[config.mk]
export PLATFORM = sky130hd
export DESIGN_NAME = piradip_sysref_capture
export DESIGN_NICKNAME = d
export VERILOG_FILES = /design/src/rtl/piradip_sysref_capture.sv
export SDC_FILE = /design/constraint.sdc
export NUM_CORES = 1
export LEC_CHECK = 0
export CAP_MARGIN = 20
export CORE_MARGIN = 5
export CORE_UTILIZATION = 54
export CTS_CLUSTER_DIAMETER = 40
export CTS_CLUSTER_SIZE = 12
export DETAILED_ROUTE_END_ITERATION = 10
export PLACE_DENSITY = 0.77
export RECOVER_POWER = 25
export SLEW_MARGIN = 20
export SYNTH_ARGS = -nofsm -noshare
export SYNTH_HDL_FRONTEND = slang
export SYNTH_SLANG_ARGS = --single-unit
[constraint.sdc]
create_clock -name clk -period 3.8 [get_ports clk]
set_input_delay 0.95 -clock clk [delete_from_list [all_inputs] [get_ports clk]]
set_output_delay 0.95 -clock clk [all_outputs]
set_load 0.005 [all_outputs]
[src/rtl/piradip_sysref_capture.sv]
// SYSREF capture: synchronises SYSREF, measures and locks onto its period, and
// on request forwards exactly N whole SYSREF pulses before closing the gate.
module piradip_sysref_capture #(
  parameter int SYNC_STAGES = 2,
  parameter int CNT_W       = 16,
  parameter int LOCK_COUNT  = 4,
  parameter int TOL         = 1
) (
  input  logic             clk,
  input  logic             resetn,
  input  logic             sysref_in,
  input  logic             arm,
  input  logic [7:0]       pass_count,
  input  logic             clr_err,
  output logic             sysref_out,
  output logic             stable,
  output logic [CNT_W-1:0] period,
  output logic             period_err,
  output logic             busy,
  output logic             done
);

  localparam int MW = $clog2(LOCK_COUNT + 1);
  localparam logic [CNT_W-1:0] CNT_MAX  = '1;
  localparam logic [CNT_W-1:0] TOL_VAL  = CNT_W'(TOL);
  localparam logic [MW-1:0]    LOCK_VAL = MW'(LOCK_COUNT);

  typedef enum logic [1:0] {
    DISARMED,
    ARMED,
    PASSING,
    DONE
  } gateState_e;

  logic [SYNC_STAGES-1:0] sync_q;
  logic                   sDly_q;
  logic                   sNow;
  logic                   rise;
  logic                   fall;

  logic [CNT_W-1:0] cnt_q, cnt_d;
  logic [CNT_W-1:0] period_q, period_d;
  logic [CNT_W-1:0] diff;
  logic [MW-1:0]    matchCnt_q, matchCnt_d;
  logic             valid_q, valid_d;
  logic             stable_q, stable_d;
  logic             err_q, err_d;
  logic             match;
  logic             mismatch;
  logic             timeout;

  gateState_e state_q, state_d;
  logic [7:0] passN_q, passN_d;
  logic [7:0] pulseK_q, pulseK_d;
  logic       out_q, out_d;

  assign sNow = sync_q[SYNC_STAGES-1];
  assign rise = sNow & ~sDly_q;
  assign fall = ~sNow & sDly_q;

  always_ff @(posedge clk or negedge resetn) begin
    if (!resetn) begin
      sync_q     <= '0;
      sDly_q     <= 1'b0;
      cnt_q      <= '0;
      period_q   <= '0;
      matchCnt_q <= '0;
      valid_q    <= 1'b0;
      stable_q   <= 1'b0;
      err_q      <= 1'b0;
      state_q    <= DISARMED;
      passN_q    <= '0;
      pulseK_q   <= '0;
      out_q      <= 1'b0;
    end else begin
      sync_q     <= {sync_q[SYNC_STAGES-2:0], sysref_in};
      sDly_q     <= sNow;
      cnt_q      <= cnt_d;
      period_q   <= period_d;
      matchCnt_q <= matchCnt_d;
      valid_q    <= valid_d;
      stable_q   <= stable_d;
      err_q      <= err_d;
      state_q    <= state_d;
      passN_q    <= passN_d;
      pulseK_q   <= pulseK_d;
      out_q      <= out_d;
    end
  end

  // The first rise after reset or timeout only starts a measurement window.
  always_comb begin
    cnt_d      = cnt_q;
    period_d   = period_q;
    matchCnt_d = matchCnt_q;
    valid_d    = valid_q;
    mismatch   = 1'b0;
    diff       = (cnt_q >= period_q) ? (cnt_q - period_q) : (period_q - cnt_q);
    match      = (diff <= TOL_VAL);
    timeout    = !rise && (cnt_q == (CNT_MAX - CNT_W'(1)));

    if (rise) begin
      cnt_d = CNT_W'(1);
    end else if (cnt_q != CNT_MAX) begin
      cnt_d = cnt_q + CNT_W'(1);
    end

    if (rise) begin
      if (valid_q) begin
        if (match) begin
          if (matchCnt_q != LOCK_VAL) begin
            matchCnt_d = matchCnt_q + MW'(1);
          end
        end else begin
          mismatch   = 1'b1;
          matchCnt_d = '0;
          period_d   = cnt_q;
        end
      end else begin
        valid_d = 1'b1;
      end
    end else if (timeout) begin
      matchCnt_d = '0;
      valid_d    = 1'b0;
    end

    stable_d = (matchCnt_d == LOCK_VAL);

    err_d = err_q;
    if (stable_q && (mismatch || timeout)) begin
      err_d = 1'b1;
    end else if (clr_err) begin
      err_d = 1'b0;
    end
  end

  // A lock loss on the passing edge aborts immediately so no partial pulse escapes.
  always_comb begin
    state_d  = state_q;
    passN_d  = passN_q;
    pulseK_d = pulseK_q;
    out_d    = 1'b0;

    case (state_q)
      DISARMED, DONE: begin
        if (arm) begin
          state_d  = ARMED;
          passN_d  = (pass_count == 8'd0) ? 8'd1 : pass_count;
          pulseK_d = '0;
        end
      end
      ARMED: begin
        if (rise && stable_q) begin
          if (stable_d) begin
            state_d  = PASSING;
            pulseK_d = 8'd1;
            out_d    = 1'b1;
          end else begin
            state_d = DONE;
          end
        end
      end
      PASSING: begin
        if (!stable_d) begin
          state_d = DONE;
        end else if (fall && (pulseK_q == passN_q)) begin
          state_d = DONE;
        end else begin
          out_d = sNow;
          if (rise) begin
            pulseK_d = pulseK_q + 8'd1;
          end
        end
      end
      default: begin
        state_d = DISARMED;
      end
    endcase
  end

  assign sysref_out = out_q;
  assign stable     = stable_q;
  assign period     = period_q;
  assign period_err = err_q;
  assign busy       = (state_q == ARMED) || (state_q == PASSING);
  assign done       = (state_q == DONE);

endmodule

==> metrics.md <==
| Metric | Value |
|---|---|
| Status | `complete, but fails checks` |
| Failing checks | `capacitance limit, slew limit, setup timing` |
| Worst-path fanout max | `5` |
| CP arrival | `4360 ps` |
| CTS Sinks | `60` |
| Register area share after synthesis | `31.03%` |
| Slew headroom | `-46.96%` |
| Layout Area Growth over Synthesis | `31.94%` |
| Pint | `2436 uW` |
| Vias per cell | `6.133` |
| Die area | `0.01095 mm^2` |
| Antenna fix cells | `0` |
| CTS tree | `yes` |
| Cell Pwr Density | `651.1 mW/mm^2` |
| CTS Buf Count | `9` |
| WS Path Type | `reg2reg` |
| Post-DP HPWL | `11.04 mm` |
| Type of origin of the critical path | `flop` |
| Total track usage | `25.93%` |
| Crit-path leading delay family | `compound AO/OA/AOI/OAI gates` |
| Die Wd | `104.7 um` |
| Final period demand of the worst path | `4127 ps` |
| Largest net degree at the start of global routing | `43` |
| Share of layout cells above drive strength 1 | `25.89%` |
| Root Buffer Master | `clkbuf_8` |
| Residual DRC | `0` |
| Largest stage delay, worst path | `around 420 ps` |
| Critical Path RT | `4030 ps` |
| Number of synthesis warnings | `0` |
| Setup TNS | `-3732 ps` |
| GP Congestion | `between 0.9 and 1` |
| Commonest non-fill, non-tap cells in the layout | `buf_4 (91), dfrtp_1 (60), inv_1 (54)` |
| Row Count | `34` |
| # fillers | `623` |
| ANT nets after route | `0` |
| Slew @ Worst Pin | `2204 ps` |
| Initial antenna violation count | `0` |
| Nets | `between 700 and 800` |
| Clk Latency, worst-skew pair | `350 ps` |
| Post-synth ARST share | `100.0%` |
| Max_cap viols | `1` |
| Max clock buf depth | `2` |
| Crit-path slowest cell | `dfrtp_1` |
| Synthesized flop and latch total | `60` |
| Sequential Power Share | `19.8%` |
| Top FF cell, synth | `dfrtp_1` |
| Cell Area, Synth | `about 0.0048 mm^2` |
| Register clock-pin slew on the reported worst setup and hold paths | `around 80 ps` |
| Worst Clk Skew | `roughly 17 ps` |
| RSZ-0062 raised after global routing | `yes` |
| Average wire per standard cell | `18.81 um` |
| Critical path buffers and inverters | `2` |
| Post-synthesis cell count | `around 580` |
| Vias | `4974` |
| Post-Syn Nets | `around 630` |
| Final Max Tran Viols | `43` |
| Fmax | `approximately 240 MHz` |
| Hold-fix buffers at CTS | `0` |
| GR Overflow Total | `0` |
| Sw Ratio | `41.39%` |
| Leak pwr | `0.002957 uW` |
| H-tree Lvls | `3` |
| Switching pwr | `1720 uW` |
| Detailed Route WL | `15.26 mm` |
| DR iter-0 viols | `347` |
| Clk pwr share | `14.3%` |
| VDD IR max | `between 0.4 and 0.5 mV` |
| Commonest non-fill, non-tap cell in the layout | `buf_4` |
| Vias in the first global route | `4831` |
| Final setup violation count | `24` |
| IO buf count | `33` |
| Core footprint | `0.008721 mm^2` |
| IO Count | `34` |
| Tcrit/Tclk final | `108.6%` |
| Library cells used by synthesis | `71` |
| Logic pwr share | `65.9%` |
| Syn Area/Cell | `8.415 um^2` |
| Final-report hold violation count | `0` |
| PnR Total Power | `4156 uW` |
| Drt first pass iters | `5` |
| PnR worst setup slack | `-327.1 ps` |
| Die Y | `around 100 um` |
| First-pass GRT wire length | `23.44 mm` |
| Initial core utilization | `55.48%` |
| CP endpoint kind | `flop` |
| HP Class | `reg2reg` |
| Post-synth EDFFs | `0` |
| Worst-path cell chain | `inv_2, ha_4, inv_2, fa_2, a21o_1, a21oi_1, a311oi_2, o21ai_1, nand2_1, nor4_2, o211ai_1, nor4_2, o22a_2, o2111ai_4, a31oi_4, mux2_4` |
what timing repair did:
item / 4_1_cts / 5_1_grt
pin swaps: 19 / 14
endpoints found under the setup margin: 10 / 26
gates cloned: 0 / 3
buffers inserted: 8 / 5
resized for setup: 21 / 54
cell type report:
class / count / area [um^2] / area share [%]
Multi-Input combinational cell: 437 / 3208 / 50.25
Clock inverter: 4 / 47.55 / 0.7448
Timing Repair Buffer: 132 / 1119 / 17.52
Tap cell: 108 / 135.1 / 2.117
Inverter: 58 / 217.7 / 3.410
Clock buffer: 12 / 155.1 / 2.430
Sequential cell: 60 / 1501 / 23.52
flip-flops by register name, indices dropped and copies added (netlist names):
register    count
cnt_q          16
period         16
passN_q         8
pulseK_q        8
matchCnt_q      3
state_q         2
sync_q          2
period_err      1
sDly_q          1
stable          1
sysref_out      1
valid_q         1
power groups by stage:
stage	registers, uW	clock network [uW]	logic (uW)
6_report	823	593	2740
5_1_grt	834	629	2930
4_1_cts	820	594	2550
3_5_place_dp	829	0	2450
3_3_place_gp	823	0	2410
2_1_floorplan	820	0	1590
worst paths after layout:
kind	end	slack, ps	depth (start not counted)	startpoint
setup / recovery	pulseK_q[0]	-330	16	cnt_q[0]
hold / removal	sync_q[1]	350	0	sync_q[0]
setup reg to reg	pulseK_q[0]	-330	16	cnt_q[0]
hold reg to reg	sync_q[1]	350	0	sync_q[0]
max in group asynchronous	valid_q	1290	1	resetn
min in group asynchronous	cnt_q[1]	1250	1	resetn
kinds of logic after synthesis:
group | synth area share [%]
AOI/OAI and AO/OA | 21.88
DFF | 31.03
xor gates and xnor gates | 5.792
muxes | 3.232
adders and majority gates | 10.91
and+or+nand+nor | 20.46
buffers and inverters | 6.698
Yosys cell counts, types with 3 or more instances:
cell       n  area share [%]
a211oi_1   5            0.78
a21o_1    12             1.9
a21oi_1   37             3.8
a31o_2     3            0.54
a31oi_1    8             1.0
and3_1     7            0.91
and4_1     3            0.54
buf_2     10             1.0
buf_4      3            0.47
clkbuf_1   6            0.47
dfrtp_1   60              31
ha_1      39              10
inv_1     57             4.4
mux2_2     9             2.1
mux2i_1    4            0.83
nand2_1   58             4.5
nand2b_1   6            0.78
nand3_1   23             2.4
nand3b_1   5            0.78
nand4_1   10             1.3
nand4b_1   3            0.54
nor2_1    36             2.8
nor2b_1    4            0.52
nor3_1    13             1.3
nor3b_1    6            0.93
nor4_1     8             1.0
o211ai_1   8             1.2
o21a_1     4            0.62
o21ai_0   35             3.6
or3_1      5            0.65
xnor2_1   22             4.0
xor2_1    10             1.8
metal layers:
layer	part of all wire (%)	GRT usage, %	wire, um
met4	4.2	9.863	638
met3	5.9	4.316	900
met2	49	43.80	7417
met5	0	0	0
met1	41	33.35	6303
metrics by stage:
step                util [%]  instances  cell area (um^2)  setup WS [ps]  hold slack, ps
floorplan                  -        575              4838          7.816           331.2
global placement       66.69        779              5816         -115.9           334.3
detailed placement     66.69        779              5816         -310.7           342.0
CTS                    70.77        803              6172         -246.2           357.1
global route           73.20        811              6384         -475.7           381.1
finish                 73.20        811              6384         -327.1           353.9
No activity file was read; power rests on OpenSTA's default activity.
